[src/rtl/delta_capture_fifo_if.sv]
// Host/upstream bundle for delta_capture_fifo. Signal suffixes are from the FIFO's point of view:
// the slave modport is the FIFO, the master modport is the upstream register plus CSR host.
interface delta_capture_fifo_if #(
    parameter int unsigned DataWidth    = 32,
    parameter int unsigned Depth        = 8,
    parameter int unsigned TsWidth      = 16,
    parameter int unsigned DropCntWidth = 8
);
    localparam int unsigned LvlWidth = $clog2(Depth + 1);

    logic                    value_change_i;
    logic [DataWidth-1:0]    value_in_i;
    logic                    pop_i;
    logic                    ovf_clr_i;
    logic                    read_event_o;
    logic [DataWidth-1:0]    dout_value_o;
    logic [TsWidth-1:0]      dout_ts_o;
    logic                    empty_o;
    logic                    full_o;
    logic [LvlWidth-1:0]     level_o;
    logic                    overflow_o;
    logic [DropCntWidth-1:0] drop_count_o;
    logic                    irq_o;

    modport slave (
        input  value_change_i, value_in_i, pop_i, ovf_clr_i,
        output read_event_o, dout_value_o, dout_ts_o, empty_o, full_o, level_o,
        output overflow_o, drop_count_o, irq_o
    );

    modport master (
        output value_change_i, value_in_i, pop_i, ovf_clr_i,
        input  read_event_o, dout_value_o, dout_ts_o, empty_o, full_o, level_o,
        input  overflow_o, drop_count_o, irq_o
    );
endinterface

[src/rtl/delta_capture_fifo.sv]
// Captures timestamped snapshots of an upstream delta register into a show-ahead FIFO and acks
// each change with a one-cycle READ_EVENT; tracks dropped changes and raises a level/overflow IRQ.
module delta_capture_fifo #(
    parameter int unsigned DataWidth    = 32,
    parameter int unsigned Depth        = 8,
    parameter int unsigned TsWidth      = 16,
    parameter bit          DropOnFull   = 1'b1,
    parameter int unsigned IrqThreshold = 1,
    parameter int unsigned DropCntWidth = 8
) (
    input logic                clk,
    input logic                rst,
    delta_capture_fifo_if.slave bus
);
    localparam int unsigned PtrW = $clog2(Depth);
    localparam int unsigned LvlW = $clog2(Depth + 1);
    localparam int unsigned EntW = TsWidth + DataWidth;
    localparam logic [LvlW-1:0] DepthLvl = LvlW'(Depth);
    localparam logic [LvlW-1:0] IrqLvl   = LvlW'(IrqThreshold);

    typedef enum logic [0:0] {StIdle, StAck} state_e;

    state_e                  state_q, state_d;
    logic [PtrW-1:0]         wr_ptr_q, rd_ptr_q;
    logic [LvlW-1:0]         level_q, level_d;
    logic [TsWidth-1:0]      ts_q;
    logic                    overflow_q, overflow_d;
    logic [DropCntWidth-1:0] drop_cnt_q, drop_cnt_d;
    logic                    irq_q;
    logic [EntW-1:0]         mem_q [Depth];

    logic pop_ok, space_ok, change_seen, push, drop;

    always_comb begin
        pop_ok      = bus.pop_i && (level_q != '0);
        // A same-cycle pop frees the slot, so a full FIFO can still accept a push.
        space_ok    = (level_q != DepthLvl) || pop_ok;
        change_seen = (state_q == StIdle) && bus.value_change_i;
        push        = change_seen && space_ok;
        drop        = change_seen && !space_ok && DropOnFull;
        state_d     = (push || drop) ? StAck : StIdle;
        level_d     = level_q + LvlW'(push) - LvlW'(pop_ok);

        overflow_d = overflow_q;
        drop_cnt_d = drop_cnt_q;
        if (bus.ovf_clr_i) begin
            overflow_d = 1'b0;
            drop_cnt_d = '0;
        end
        // Drop applied after the clear so a coincident drop leaves the count at one.
        if (drop) begin
            overflow_d = 1'b1;
            if (!(&drop_cnt_d)) drop_cnt_d = drop_cnt_d + DropCntWidth'(1);
        end
    end

    always_ff @(posedge clk or posedge rst) begin
        if (rst) begin
            state_q    <= StIdle;
            wr_ptr_q   <= '0;
            rd_ptr_q   <= '0;
            level_q    <= '0;
            ts_q       <= '0;
            overflow_q <= 1'b0;
            drop_cnt_q <= '0;
            irq_q      <= 1'b0;
        end else begin
            state_q    <= state_d;
            ts_q       <= ts_q + TsWidth'(1);
            level_q    <= level_d;
            overflow_q <= overflow_d;
            drop_cnt_q <= drop_cnt_d;
            irq_q      <= (level_d >= IrqLvl) || overflow_d;
            if (push)   wr_ptr_q <= wr_ptr_q + PtrW'(1);
            if (pop_ok) rd_ptr_q <= rd_ptr_q + PtrW'(1);
        end
    end

    // Storage needs no reset: contents are unobservable while EMPTY.
    always_ff @(posedge clk) begin
        if (push) mem_q[wr_ptr_q] <= {ts_q, bus.value_in_i};
    end

    assign bus.read_event_o = (state_q == StAck);
    assign bus.dout_value_o = mem_q[rd_ptr_q][DataWidth-1:0];
    assign bus.dout_ts_o    = mem_q[rd_ptr_q][EntW-1 -: TsWidth];
    assign bus.empty_o      = (level_q == '0);
    assign bus.full_o       = (level_q == DepthLvl);
    assign bus.level_o      = level_q;
    assign bus.overflow_o   = overflow_q;
    assign bus.drop_count_o = drop_cnt_q;
    assign bus.irq_o        = irq_q;
endmodule
[src/flat_wrapper.sv]
// flat-port wrapper written by rule: the top's interface ports become plain ports
module delta_capture_fifo_flat 
#(
    parameter int unsigned DataWidth    = 32,
    parameter int unsigned Depth        = 8,
    parameter int unsigned TsWidth      = 16,
    parameter bit          DropOnFull   = 1'b1,
    parameter int unsigned IrqThreshold = 1,
    parameter int unsigned DropCntWidth = 8
)
  (clk, rst, bus_value_change_i, bus_value_in_i, bus_pop_i, bus_ovf_clr_i, bus_read_event_o, bus_dout_value_o, bus_dout_ts_o, bus_empty_o, bus_full_o, bus_level_o, bus_overflow_o, bus_drop_count_o, bus_irq_o);
  delta_capture_fifo_if #(.DataWidth(DataWidth), .Depth(Depth), .TsWidth(TsWidth), .DropCntWidth(DropCntWidth)) bus_i ();
  input logic clk;
  input logic rst;
  input wire logic [$bits(bus_i.value_change_i)-1:0] bus_value_change_i;
  input wire logic [$bits(bus_i.value_in_i)-1:0] bus_value_in_i;
  input wire logic [$bits(bus_i.pop_i)-1:0] bus_pop_i;
  input wire logic [$bits(bus_i.ovf_clr_i)-1:0] bus_ovf_clr_i;
  output wire logic [$bits(bus_i.read_event_o)-1:0] bus_read_event_o;
  output wire logic [$bits(bus_i.dout_value_o)-1:0] bus_dout_value_o;
  output wire logic [$bits(bus_i.dout_ts_o)-1:0] bus_dout_ts_o;
  output wire logic [$bits(bus_i.empty_o)-1:0] bus_empty_o;
  output wire logic [$bits(bus_i.full_o)-1:0] bus_full_o;
  output wire logic [$bits(bus_i.level_o)-1:0] bus_level_o;
  output wire logic [$bits(bus_i.overflow_o)-1:0] bus_overflow_o;
  output wire logic [$bits(bus_i.drop_count_o)-1:0] bus_drop_count_o;
  output wire logic [$bits(bus_i.irq_o)-1:0] bus_irq_o;
  assign bus_i.value_change_i = bus_value_change_i;
  assign bus_i.value_in_i = bus_value_in_i;
  assign bus_i.pop_i = bus_pop_i;
  assign bus_i.ovf_clr_i = bus_ovf_clr_i;
  assign bus_read_event_o = bus_i.read_event_o;
  assign bus_dout_value_o = bus_i.dout_value_o;
  assign bus_dout_ts_o = bus_i.dout_ts_o;
  assign bus_empty_o = bus_i.empty_o;
  assign bus_full_o = bus_i.full_o;
  assign bus_level_o = bus_i.level_o;
  assign bus_overflow_o = bus_i.overflow_o;
  assign bus_drop_count_o = bus_i.drop_count_o;
  assign bus_irq_o = bus_i.irq_o;
  delta_capture_fifo #(.DataWidth(DataWidth), .Depth(Depth), .TsWidth(TsWidth), .DropOnFull(DropOnFull), .IrqThreshold(IrqThreshold), .DropCntWidth(DropCntWidth)) u_core (.clk(clk), .rst(rst), .bus(bus_i));
endmodule
[config.mk]
export PLATFORM = sky130hd
export DESIGN_NAME = delta_capture_fifo_flat
export DESIGN_NICKNAME = d
export VERILOG_FILES = /design/src/rtl/delta_capture_fifo_if.sv /design/src/rtl/delta_capture_fifo.sv /design/src/flat_wrapper.sv
export SDC_FILE = /design/constraint.sdc
export NUM_CORES = 1
export LEC_CHECK = 0
export ABC_AREA = 1
export ABC_CLOCK_PERIOD_IN_PS = 5270
export CORE_MARGIN = 2
export CORE_UTILIZATION = 50
export CTS_CLUSTER_SIZE = 14
export DETAILED_ROUTE_END_ITERATION = 16
export GPL_TIMING_DRIVEN = 0
export PLACE_DENSITY = 0.69
export RECOVER_POWER = 25
export SYNTH_ARGS = -nofsm -noshare
export SYNTH_HDL_FRONTEND = slang
export SYNTH_SLANG_ARGS = --single-unit
[constraint.sdc]
create_clock -name clk -period 5.27 [get_ports clk]
set_input_delay 1.054 -clock clk [delete_from_list [all_inputs] [get_ports clk]]
set_output_delay 1.054 -clock clk [all_outputs]
set_load 0.03 [all_outputs]
After elaboration in Yosys (flattened, before gate mapping)
Memory sizes are Yosys's and may differ from the RTL's.
Index checks and enable logic that the tools add are counted.
{ "op_classes": {"add_sub_neg": 6, "n_lt_le_gt_ge": 1, "n_eq_ne": 2, "mux": 8, "bitwise_logic": 1, "n_reduce_logical": 11} }
{ "op_table": {"columns": ["cell", "n"], "rows": [
  ["$mux 8", 3],
  ["$add 16x1->16 const B", 1],
  ["$add 8x1->8 const B", 1],
  ["$reduce_and 8->1", 1],
  ["$add 3x1->3 const B", 2],
  ["$mux 1", 5],
  ["$add 4x1->4", 1],
  ["$eq 4x4->1 const B", 1],
  ["$ge 4x1->1 const B", 1],
  ["$logic_and 1x1->1", 4],
  ["$logic_not 4->1", 1],
  ["$ne 4x4->1 const B", 1],
  ["$reduce_bool 4->1", 1],
  ["$sub 4x1->4", 1],
  ["$logic_or 1x1->1", 3],
  ["$logic_not 1->1", 1],
  ["$not 1->1", 1]
]} }
{ "totals": {"regBits": 37, "mem_bits_rw": 384, "output_inout_bits": 65, "memories": 1} }
{ "memory_table": {"columns": ["name", "depth", "width", "rd", "rd_clocked_by_memory_dff", "write_ports", "line", "text"], "rows": [
  ["u_core.mem_q", 8, 48, 1, 0, 1, "delta_capture_fifo.sv:30", "logic [EntW-1:0] mem_q [Depth];"]
]} }

Logic depth before layout (Yosys ltp)
{ "depth": {"word_depth": 8, "mapped_depth": 13, "depth_no_buf": 13} }

Least setup slack after synthesis
Ideal clock, no wire load.
{ "synth_timing": {"kind": "input port to flip-flop", "start": "input port bus_value_change_i", "end": "memory u_core.mem_q[6][0] in the netlist's numbering (enable)", "arrival_time_ns": 4.803, "slack_ns": -0.047, "cell_stages": 4, "n_path_buf": 0, "cell_sequence": "inv_1 nor2_1 nand2_2 nor3_1"} }
{ "synth_between": {"elab_chain_len": 4} }
{ "synth_rtl": {"columns": ["element", "line", "text"], "rows": [
  ["from (decl)", "flat_wrapper.sv:15", "input wire logic [$bits(bus_i.value_change_i)-1:0] bus_value_change_i;"],
  ["$logic_and 1x1->1", "delta_capture_fifo.sv:38", "change_seen = (state_q == StIdle) && bus.value_change_i;"],
  ["$logic_and 1x1->1", "delta_capture_fifo.sv:39", "push = change_seen && space_ok;"],
  ["$mux 1", "delta_capture_fifo.sv:81", "if (push) mem_q[wr_ptr_q] <= {ts_q, bus.value_in_i};"],
  ["$mux 1 (implied by the code)", "delta_capture_fifo.sv:81", null],
  ["to (decl)", "delta_capture_fifo.sv:30", null]
]} }
Every way passes these cells.

Final worst setup path
{ "layout_timing": {"start": "register u_core.rd_ptr_q[2]", "end": "output port bus_dout_ts_o[5]"} }
{ "layout_between": {"elab_chain_len": 1} }
{ "layout_rtl": {"columns": ["element", "line", "text"], "rows": [
  ["from (decl)", "delta_capture_fifo.sv:24", "logic [PtrW-1:0] wr_ptr_q, rd_ptr_q;"],
  ["from (signal assigned)", "delta_capture_fifo.sv:75", "if (pop_ok) rd_ptr_q <= rd_ptr_q + PtrW'(1);"],
  ["$mem_v2 8x48", null, null],
  ["to (decl)", "flat_wrapper.sv:21", "output wire logic [$bits(bus_i.dout_ts_o)-1:0] bus_dout_ts_o;"]
]} }
Every way passes these cells.

==> run metrics <==
status completed; share of cells above drive strength 1 8.533%; Synth Register Bits 421; register area share after synthesis 73.47%; drt wl/cell 18.54 µm; period utilization 78.09%; final hold violations 0; Worst EP required 4.22 ns; Worst Hold Class reg -> reg; number of synthesized flops with an enable pin 384; largest net degree at the start of global routing 38; CTS tree done; first-pass GRT wire length 60.35 mm; Via Count 11070; Worst slew margin 31.82%; Final setup viols 0; Critical Path Fanout Max 10; Synth Warn # 0; total grt overflow 0; Period minus WS final 4.115 ns; Clock Latency Late Sink 0.53 ns; cells on worst reg2reg path 10; Cell variety after synth 27; area grow syn2layout 20.10%; nets 1647; clock skew 0.01429 ns; Fill cells 2517; via/cell ratio 5.328; syn nets 1463; Max IR drop VDD 0.2974 mV; Sequential Area 12460 µm²; crit end category output port; post-detail-place hpwl 25.89 mm; Most used DFF post-synth edfxtp_1; vias in the first global route 11150; worst-margin pin slew 1.017 ns; CTS root buf clkbuf_16; Initial Util 50.69%; RSZ-0062 raised after global routing false; PnR worst setup slack 1.155 ns; async set-reset flop share out of synthesis 8.789%; Max-cap violations 0; Post-Syn Area 16960 µm²; Pwr per Cell Area 578.2 nW/µm²; hold buffer count at CTS 0; Placer Congestion 0.8075; r2r endpoint u_core.mem_q[7][25]; Pre-antenna DRT Iters 5; core outline area 33450 µm²; Worst path max stage delay 0.69 ns; R2R Setup Slk 2.19 ns; clk sink count 421; n_diodes 0; CTS max path bufs 3; width of the die 188.1 µm; htree depth 2; hold endpoint u_core.bus.overflow_o; Synth Area per Inst 11.98 µm²; DR DRC count 0; post-CTS resize count 0; postcts setup bufs 0; CTS clk-pin slew, worst paths 0.06 ns; leakage 0.007305 µW; initial antenna violation count 0; Worst Hold Launch u_core.bus.overflow_o; overall global routing resource usage 21.84%; IO Pins 102; DRT antenna net count 0; critical path type reg -> out; Hold Path Depth 2; total die area 35400 µm²; crit path cell chain inv_1 -> clkbuf_1 -> clkbuf_1 -> nand2_1 -> nand2_1 -> clkdlybuf4s50_1; Place WS 1.361 ns; Pwr Total 11770 µW; WP data arrival 3.06 ns; Multi-input gate area 3979 µm²; slowest CP cell clkdlybuf4s50_1; Cells after Synth 1415; CP Launch Type register; fmax 243.0 MHz; initial detailed-routing violation count 1024; cell row count 67; Die Ht 188.1 µm; Port Buffers 101; CTS buffer count 42; FF-to-FF Start u_core.bus.level_o[2]; Slew Viols, Final 0; Final TNS setup 0 ns; final wirelength 38.50 mm
-- worst max path at each step --
| stage | to | slack (ns) | startpoint | cells after the start |
|---|---|---|---|---|
| after floorplan | u_core.mem_q[6][0] | -0.05 | bus_value_change_i | 4 |
| after global placement | u_core.mem_q[7][24] | -3.37 | bus_value_change_i | 5 |
| after detailed placement | u_core.mem_q[7][23] | 1.36 | bus_pop_i | 8 |
| after CTS | bus_dout_ts_o[5] | 1.10 | u_core.rd_ptr_q[2] | 6 |
| after global routing | bus_dout_ts_o[8] | 0.99 | u_core.rd_ptr_q[2] | 6 |
| final | bus_dout_ts_o[5] | 1.15 | u_core.rd_ptr_q[2] | 6 |
-- metal layers --
metal / up-vias / part of all wire, % / track usage [%]
met5: - / 0 / 0
met4: 0 / 2.0 / 6.118
met3: 57 / 5.7 / 2.976
met2: 347 / 49 / 36.86
met1: 5371 / 43 / 29.90
li1: 5291 / - / -
-- where the power goes --
group	switching [µW]	internal (µW)
registers	102	3990
clock network	1180	1720
logic	3170	1620
total	4450	7320
-- cells in the mapped netlist, types with 2 or more instances --
cell | n | share of area [%]
edfxtp_1 | 384 | 68
nand3_1 | 17 | 0.50
buf_2 | 12 | 0.35
nand4_1 | 2 | 0.074
inv_2 | 2 | 0.044
dfrtp_1 | 37 | 5.5
buf_1 | 10 | 0.22
nor2_1 | 307 | 6.8
clkbuf_1 | 37 | 0.82
nor3_1 | 16 | 0.47
o21bai_1 | 3 | 0.13
o21ai_1 | 156 | 4.6
nand2_1 | 203 | 4.5
xor2_1 | 15 | 0.77
xnor2_1 | 5 | 0.26
ha_1 | 10 | 0.74
buf_6 | 12 | 0.80
o21ai_0 | 135 | 4.0
a21oi_1 | 3 | 0.089
inv_1 | 42 | 0.93
-- worst max-delay path, delay by kind of cell, from the launching register on --
| kind | cells | cell delay (ns) |
|---|---|---|
| buffers and inverters | 4 | 1.84 |
| flip-flops | 1 | 0.42 |
| AND/OR/NAND/NOR | 2 | 0.27 |
-- final cells by class --
| type | instances | area share, % |
|---|---|---|
| timing repair buffer | 140 | 7.195 |
| buffer | 73 | 1.935 |
| clock inverter | 18 | 0.8111 |
| tap | 448 | 2.753 |
| clock buffer | 56 | 5.782 |
| multi-input combinational | 877 | 19.54 |
| sequential | 421 | 61.17 |
| inverter | 44 | 0.8111 |
-- through the flow --
stage	instances	instance area [µm²]	hold WS [ns]	utilization (%)
2_1_floorplan	1415	16960	0.4822	-
3_3_place_gp	1964	18530	0.5015	55.39
3_5_place_dp	2003	19020	0.5021	56.87
4_1_cts	2077	20360	0.5165	60.88
5_1_grt	2077	20360	0.5497	60.88
6_report	2077	20360	0.5200	60.88
-- layout by cell type, fill, tap and decap left out, types with 2 or more instances in the layout --
master           netlist  routed
buf_6                 12      47
nor3_1                16       8
o21ai_0              135     135
nand2_1              203     203
inv_2                  2       3
dlygate4sd3_1          0      13
buf_8                  1       5
buf_1                 10      10
edfxtp_1             384     384
clkinv_2               0       9
clkinv_1               0       5
xor2_1                15      15
o21ai_1              156     156
dfrtp_1               37      37
nor3_2                 1       9
nand4_1                2       2
xnor2_1                5       5
buf_2                 12      12
inv_1                 42      41
clkbuf_16              0      45
clkbuf_1              37      47
ha_1                  10      10
a21oi_1                3       3
o21bai_1               3       3
nor2_1               307     307
bufinv_16              0       3
nand3_1               17      17
clkdlybuf4s50_1        0      88
-- logic make-up (layout without fill, tap and decap cells) --
kind of cell               Yosys count  in the layout  synth area share, %
and+or+nand+nor                    549            549                12.53
DFF                                421            421                73.47
AOI/OAI and AO/OA                  297            297                8.811
buffers and inverters              117            331                3.299
xor gates and xnor gates            20             20                1.033
adders and majority gates           11             11               0.8560
-- registers in the layout, summed over array words and instances, names as in the netlist --
name	cells
u_core.bus.drop_count_o	8
u_core.bus.irq_o	1
u_core.bus.level_o	4
u_core.bus.overflow_o	1
u_core.bus.read_event_o	1
u_core.mem_q	384
u_core.rd_ptr_q	3
u_core.ts_q	16
u_core.wr_ptr_q	3
Power figures use the tool's default switching activity.
